[src/rtl/pwm_bank.sv]
// Prescaled period counter driving CHANNELS PWM outputs from double-buffered channel settings.
// pwm_o is registered one cycle behind counter_o; no backpressure, one write accepted every cycle.
module pwm_bank #(
   parameter int CHANNELS   = 16,
   parameter int CNT_W      = 12,
   parameter int PRESCALE_W = 8,
   parameter int CH_W       = (CHANNELS > 1) ? $clog2(CHANNELS) : 1
) (
   input  logic                  clk_i,
   input  logic                  rst_ni,
   input  logic [PRESCALE_W-1:0] prescale_i,
   input  logic                  sleep_i,
   input  logic                  invert_i,
   input  logic                  update_mode_i,
   input  logic                  wr_en_i,
   input  logic [CH_W-1:0]       wr_ch_i,
   input  logic [CNT_W-1:0]      wr_on_i,
   input  logic [CNT_W-1:0]      wr_off_i,
   input  logic                  wr_full_on_i,
   input  logic                  wr_full_off_i,
   output logic [CNT_W-1:0]      counter_o,
   output logic                  period_start_o,
   output logic                  pending_o,
   output logic [CHANNELS-1:0]   pwm_o
);

   logic [PRESCALE_W-1:0] pre_cnt;
   logic                  tick;
   logic                  wrap;
   logic                  commit_en;
   logic                  wr_ok;
   logic [CHANNELS-1:0]   pend;
   logic [CHANNELS-1:0]   level;

   // >= rather than == so lowering prescale_i below pre_cnt ticks immediately
   assign tick      = !sleep_i && (pre_cnt >= prescale_i);
   assign wrap      = tick && (&counter_o);
   assign commit_en = !sleep_i && (update_mode_i || wrap);
   assign wr_ok     = wr_en_i && ({1'b0, wr_ch_i} < (CH_W + 1)'(CHANNELS));
   assign pending_o = |pend;

   always_ff @(posedge clk_i or negedge rst_ni) begin
      if (!rst_ni) begin
         pre_cnt        <= '0;
         counter_o      <= '0;
         period_start_o <= 1'b0;
      end else begin
         period_start_o <= wrap;
         if (sleep_i || tick) begin
            pre_cnt <= '0;
         end else begin
            pre_cnt <= pre_cnt + 1'b1;
         end
         if (sleep_i) begin
            counter_o <= '0;
         end else if (tick) begin
            counter_o <= counter_o + 1'b1;
         end
      end
   end

   for (genvar g = 0; g < CHANNELS; g++) begin : g_ch
      logic [CNT_W-1:0] sh_on, sh_off, act_on, act_off;
      logic             sh_fon, sh_foff, act_fon, act_foff;
      logic             pend_q, sel, commit, lvl;

      assign sel     = wr_ok && (wr_ch_i == CH_W'(g));
      assign commit  = commit_en && pend_q;
      assign pend[g] = pend_q;
      assign level[g] = lvl;

      // A write landing on a commit edge: active takes the old shadow, pending stays set
      always_ff @(posedge clk_i or negedge rst_ni) begin
         if (!rst_ni) begin
            sh_on    <= '0;
            sh_off   <= '0;
            sh_fon   <= 1'b0;
            sh_foff  <= 1'b1;
            act_on   <= '0;
            act_off  <= '0;
            act_fon  <= 1'b0;
            act_foff <= 1'b1;
            pend_q   <= 1'b0;
         end else begin
            if (commit) begin
               act_on   <= sh_on;
               act_off  <= sh_off;
               act_fon  <= sh_fon;
               act_foff <= sh_foff;
            end
            if (sel) begin
               sh_on   <= wr_on_i;
               sh_off  <= wr_off_i;
               sh_fon  <= wr_full_on_i;
               sh_foff <= wr_full_off_i;
            end
            if (sel) begin
               pend_q <= 1'b1;
            end else if (commit) begin
               pend_q <= 1'b0;
            end
         end
      end

      always_comb begin
         lvl = 1'b0;
         if (act_foff) begin
            lvl = 1'b0;
         end else if (act_fon) begin
            lvl = 1'b1;
         end else if (act_on == act_off) begin
            lvl = 1'b0;
         end else if (act_on < act_off) begin
            lvl = (counter_o >= act_on) && (counter_o < act_off);
         end else begin
            lvl = (counter_o >= act_on) || (counter_o < act_off);
         end
      end
   end

   always_ff @(posedge clk_i or negedge rst_ni) begin
      if (!rst_ni) begin
         pwm_o <= '0;
      end else if (sleep_i) begin
         pwm_o <= {CHANNELS{invert_i}};
      end else begin
         pwm_o <= level ^ {CHANNELS{invert_i}};
      end
   end

endmodule
[config.mk]
export PLATFORM = sky130hd
export DESIGN_NAME = pwm_bank
export DESIGN_NICKNAME = d
export VERILOG_FILES = /design/src/rtl/pwm_bank.sv
export SDC_FILE = /design/constraint.sdc
export NUM_CORES = 2
export LEC_CHECK = 0
export ABC_AREA = 0
export CORE_MARGIN = 2
export CORE_UTILIZATION = 55
export DETAILED_ROUTE_END_ITERATION = 8
export HOLD_SLACK_MARGIN = 0.1
export PLACE_DENSITY_LB_ADDON = 0.3
export SYNTH_ARGS = -nofsm -noshare
export SYNTH_HDL_FRONTEND = slang
export SYNTH_SLANG_ARGS = --single-unit
[constraint.sdc]
create_clock -name clk_i -period 3.9 [get_ports clk_i]
set_clock_uncertainty 0.15 [all_clocks]
set_input_delay 0.975 -clock clk_i [delete_from_list [all_inputs] [get_ports clk_i]]
set_output_delay 0.975 -clock clk_i [all_outputs]
set_load 0.02 [all_outputs]
Word level (Yosys, flattened, before mapping)
Index checks and enable logic that the tools add are counted.
{"block": "op_classes", "order_cmp": 49, "n_bitwise": 1, "n_eq_ne": 31, "n_reduce_logical": 90, "addsub": 2, "n_mux": 100}
{"operator": "less-than comparator 12 bit", "count": 32}
{"operator": "equality test 12 bit", "count": 16}
{"operator": "greater-or-equal comparator 12 bit", "count": 16}
{"operator": "two-way mux 1 bit", "count": 96}
{"operator": "logical AND 1 bit", "count": 51}
{"operator": "nonzero test 2 bit", "count": 17}
{"operator": "equality test 4 bit (second input constant)", "count": 8}
{"operator": "two-way mux 12 bit", "count": 2}
{"operator": "logical OR 1 bit", "count": 18}
{"operator": "equality test 4 x 3 -> 1 bit (second input constant)", "count": 4}
{"operator": "two-way mux 16 bit", "count": 1}
{"operator": "OR reduction 16 bit", "count": 1}
{"operator": "XOR 16 bit", "count": 1}
{"operator": "adder 12 x 1 -> 12 bit (second input constant)", "count": 1}
{"operator": "AND reduction 12 bit", "count": 1}
{"operator": "adder 8 x 1 -> 8 bit (second input constant)", "count": 1}
{"operator": "equality test 4 x 2 -> 1 bit (second input constant)", "count": 2}
{"operator": "greater-or-equal comparator 8 bit", "count": 1}
{"operator": "two-way mux 8 bit", "count": 1}
{"operator": "equality test 4 x 1 -> 1 bit (second input constant)", "count": 1}
{"operator": "zero test 4 bit", "count": 1}
{"operator": "zero test 1 bit", "count": 1}
{"block": "totals", "wordCells": 421, "out_inout_bits": 30, "regBits": 885}

Depth between registers and ports, before layout
{"block": "depth", "ltp_word": 8, "ltp_mapped": 12}

Worst setup path before layout
No wires, ideal clock.
{"block": "synth_timing", "path_kind": "input-to-reg", "startpoint": "in prescale_i[0]", "endpoint": "reg g_ch[4].act_fon", "path_slack_ns": 0.555, "arrival_ns": 3.070, "required_time_ns": 3.625, "setup_ns": 0.125, "path_buffers": 3, "stages": 11, "cell_sequence": "ha_1 > nand2b_1 > a21o_1 > a21o_1 > a21oi_2 > o21ai_1 > buf_6 > buf_12 > a41oi_4 > buf_6 > mux2_4"}
{"block": "synth_between", "elab_chain_cells": 6}
{"element": "start, declared", "line": "11", "rtl": "input logic [PRESCALE_W-1:0] prescale_i,"}
{"element": "greater-or-equal comparator 8 bit", "line": "36", "rtl": "assign tick = !sleep_i && (pre_cnt >= prescale_i);"}
{"element": "logical AND 1 bit", "line": "36"}
{"element": "logical AND 1 bit", "line": "37", "rtl": "assign wrap = tick && (&counter_o);"}
{"element": "logical OR 1 bit", "line": "38", "rtl": "assign commit_en = !sleep_i && (update_mode_i || wrap);"}
{"element": "logical AND 1 bit", "line": "38"}
{"element": "logical AND 1 bit", "line": "68", "rtl": "assign commit = commit_en && pend_q;"}
{"element": "end signal, assigned", "line": "88", "rtl": "act_fon <= sh_fon;"}
{"element": "end, declared", "line": "64", "rtl": "logic sh_fon, sh_foff, act_fon, act_foff;"}
Every way passes these cells.
A chain may end at the register's enable or synchronous reset.

Worst setup path after layout
{"block": "layout_timing", "startpoint": "reg g_ch[1].pend_q", "endpoint": "out pending_o"}
{"block": "layout_between", "elab_chain_cells": 1}
{"element": "start, declared", "line": "65", "rtl": "logic pend_q, sel, commit, lvl;"}
{"element": "start signal, assigned", "line": "83", "rtl": "pend_q <= 1'b0;"}
{"element": "start signal, assigned", "line": "98", "rtl": "pend_q <= 1'b1;"}
{"element": "start signal, assigned", "line": "100", "rtl": "pend_q <= 1'b0;"}
{"element": "OR reduction 16 bit", "line": "40", "rtl": "assign pending_o = |pend;"}
{"element": "end, declared", "line": "23", "rtl": "output logic pending_o,"}
Every way passes these cells.

==> metrics.md <==
| Metric | Value |
|---|---|
| CTS clock-pin slew for the worst setup and hold paths | `roughly 0.060 ns` |
| Skew-Pair Late Insertion Delay | `0.66 ns` |
| Routed Wire Length | `118000 µm` |
| Routed len/inst | `22.5 µm` |
| Finished Core Util | `a little over three fifths` |
| Max VDD drop | `0.338 mV` |
| Worst Hold Class | `flip-flop to flip-flop` |
| Crit Path Max Fanout | `4` |
| Final Hold Viols | `0` |
| Status | `finished, final reports clean` |
| Setup TNS | `0 ns` |
| Rows | `~110` |
| Critical Path Max Stage Delay | `0.65 ns` |
| IO Port Bufs | `73` |
| Slowest CP cell | `clkdlybuf4s50_1` |
| P per Cell Area | `605 nW/µm²` |
| Crit Path Category | `flip-flop to primary output` |
| Top post-synthesis cells by area | `dfrtp_1 (45%), mux2_2 (19%), ha_1 (15%), inv_1 (3.0%), a21oi_1 (1.9%)` |
| Yosys Warn Count | `0` |
| Boundary Pins | `74` |
| Hold WS | `0.330 ns` |
| Sw Pwr | `10.2 mW` |
| Crit path cell chain | `nor4_1 -> nand4_1 -> clkdlybuf4s50_1` |
| Fin crit share | `between 90% and 100%` |
| Clock network power share | `between 20 and 30%` |
| Number of global-route vias before repair | `approximately 31k` |
| Fillers | `between 6k and 7k` |
| Initial Util | `55.7%` |
| Synth top area share | `44.9%` |
| Switching part of the total power | `31.5%` |
| Post-DP HPWL | `around 76000 µm` |
| Post-CTS setup buffers | `0` |
| Die footprint | `between 80000 and 90000 µm²` |
| Placed cell area | `about 50000 µm²` |
| Crit. End Element | `primary output` |
| Leakage | `26.2 nW` |
| Post-synth cell types | `60` |
| Pin count of the biggest net entering global routing | `roughly 120` |
| Worst-margin pin slew | `1.04 ns` |
| Mapped Nets | `4478` |
| Vias per cell | `approximately 5.9` |
| Crit start category | `flip-flop` |
| Crit path DAT | `between 2 and 3 ns` |
| Normalized max-slew margin | `30.5%` |
| F_max | `266 MHz` |
| Crit-path leading delay family | `simple AND/OR/NAND/NOR gates` |
| Asr flop ratio synth | `100%` |
| Cells after Synth | `3864` |
| Multi-input logic area | `~23000 µm²` |
| Crit path buffers/inverters | `1` |
| CP required | `2.77 ns` |
| Syn Area/Cell | `approximately 12 µm²` |
| RSZ-0062 raised after global routing | `false` |
| Share of cells above drive strength 1 | `between 20% and 30%` |
| Die Y | `roughly 300 µm` |
| Final #Nets | `around 4.6k` |
| Yosys reg bits | `885` |
| Gp weighted congestion | `0.861` |
| Initial drt markers | `between 2k and 2.5k` |
| Final instance area | `approximately 54000 µm²` |
| Area of the mapped netlist | `about 48000 µm²` |
| Post-CTS Resized | `0` |
| Final min period | `3.76 ns` |
| Register area | `22200 µm²` |
| Synthesis-to-layout area growth | `12.5%` |
| Cell Int Power | `22.2 mW` |
| Max Cap Viol | `0` |
| Logic pwr share | `a little under a third` |
| Setup violations, final | `0` |
| DRC Markers | `0` |
| Final Max Tran Viols | `0` |
| First-pass GRT wire length | `~190000 µm` |
| Post-synth EDFFs | `0` |
| Core box area | `85400 µm²` |
| Max clock buf depth | `3` |
| CTS tree | `yes` |
| Register area share after synthesis | `46.6%` |
| Area leader, netlist | `dfrtp_1` |
| Root Buffer | `clkbuf_16` |
| Clock sink total | `885` |
| First-pass detailed-route iteration total | `5` |
| Remaining Overflow, GRT | `0` |
| H-tree Lvls | `3` |
| Register share of total power | `41.4%` |
| Chip width | `between 200 and 300 µm` |
| Final ANT Viol Nets | `0` |
| Ys flop type | `dfrtp_1` |
| Antenna violations before repair | `18` |
| Cts bufs inserted | `93` |
| GRT Total Usage | `between 20% and 30%` |
| Via count | `30.8k` |
-- per-stage QoR --
step	setup slack, ns	std cells	power, mW
2_1_floorplan	0.555	3864	20.6
3_3_place_gp	0.0387	5081	23.0
3_5_place_dp	0.0137	5081	23.5
4_1_cts	0.121	5258	32.6
5_1_grt	0.0302	5258	34.6
6_report	0.142	5264	32.4
-- power by group through the flow --
| stage | clock [mW] | combinational, mW | sequential [mW] |
|---|---|---|---|
| 2_1_floorplan | 0 | 7.51 | 13.1 |
| 3_3_place_gp | 0 | 9.53 | 13.5 |
| 3_5_place_dp | 0 | 9.97 | 13.6 |
| 4_1_cts | 9.11 | 10.1 | 13.4 |
| 5_1_grt | 9.49 | 11.4 | 13.8 |
| 6_report | 8.95 | 10.0 | 13.4 |
-- cell type report --
type	count	area share [%]
diodes	6	0.0280
clock buffers	142	5.17
clock inverters	34	0.617
inverters	382	2.68
multi-input cells	2481	43.7
flip-flops and latches	885	41.5
well taps	1144	2.67
repair buffers	190	3.72
-- what timing repair did --
action | 4_1_cts | 5_1_grt
hold buffers | 1 | 0
endpoints found under the setup margin | 0 | 1
hold endpoints to repair | 34 | 0
-- final timing paths --
path | start | to | slack [ns] | cells after the start
worst max-delay path | g_ch[1].pend_q$_DFFE_PN0P_ | pending_o | 0.14 | 3
worst min-delay path | g_ch[5].sh_on[10]$_DFFE_PN0P_ | g_ch[5].act_on[10]$_DFFE_PN0P_ | 0.33 | 1
worst max register to register | counter_o[4]$_DFFE_PN0N_ | g_ch[3].act_fon$_DFFE_PN0P_ | 0.61 | 7
worst min register to register | g_ch[5].sh_on[10]$_DFFE_PN0P_ | g_ch[5].act_on[10]$_DFFE_PN0P_ | 0.33 | 1
max in group asynchronous | rst_ni | g_ch[10].act_foff$_DFFE_PN1P_ | 1.87 | 4
min in group asynchronous | rst_ni | g_ch[2].sh_on[10]$_DFFE_PN0P_ | 0.69 | 2
-- Yosys cell counts (8+ instances only) --
master	count
buf_6	13
buf_4	19
o211ai_1	23
nand4_1	85
a21oi_1	182
nor3_1	35
and2_1	15
nand3_1	36
or3_1	13
mux2_4	40
a211oi_1	30
mux2_1	13
dfrtp_1	853
ha_1	570
nor2b_1	47
nand2_1	117
clkbuf_1	69
dfstp_2	32
nor4_1	8
and4_1	8
xor2_1	20
o21a_1	10
a41oi_4	8
a221oi_1	10
nand2b_1	29
xnor2_1	19
a211o_1	8
inv_1	382
a2111oi_0	14
nor2_1	84
a2111o_1	11
mux2_2	783
o21ai_0	83
a21o_1	115
-- per-layer routing --
metal | vias to the layer above | global-route usage (%) | routed length [µm]
met5 | - | 0 | 8
met4 | 2 | 8.04 | 3650
met3 | 202 | 4.03 | 6700
met2 | 740 | 44.0 | 55200
met1 | 15700 | 37.6 | 52700
li1 | 14200 | - | -
-- placed cells by master, fill, tap and decap left out, types with 28 or more instances in the layout --
master and n:
inv_1 382, nor2_1 75, nor2b_1 46, nand2b_1 29
nor3_1 34, dfstp_2 32, a211oi_1 30, nand4_1 85
clkbuf_16 97, mux2_4 40, a21o_1 115, nand2_1 117
dfrtp_1 842, clkbuf_1 28, buf_4 82, o21ai_0 83
a21oi_1 182, mux2_2 783, clkdlybuf4s50_1 62, ha_1 569
nand3_1 36, buf_12 34
-- state kept, by name, summed over array words and instances (netlist names) --
register        cells
g_ch.act_off      192
g_ch.act_on       192
g_ch.sh_off       192
g_ch.sh_on        192
g_ch.act_foff      16
g_ch.act_fon       16
g_ch.pend_q        16
g_ch.sh_foff       16
g_ch.sh_fon        16
pwm_o              16
counter_o          12
pre_cnt             8
period_start_o      1
-- cells by family (layout without fill, tap and decap cells) --
group                    Yosys count  after routing  share of synthesized area [%]
AND/OR/NAND/NOR                  492            492                           5.28
other                              0              6                              0
buffers and inverters            498            748                           4.36
flip-flops                       885            885                           46.6
XOR/XNOR                          39             39                          0.718
adder cells (fa/ha/maj)          573            573                           15.0
multiplexers                     840            840                           20.2
AO/OA/AOI/OAI                    537            537                           7.80
Power figures use the tool's default switching activity.
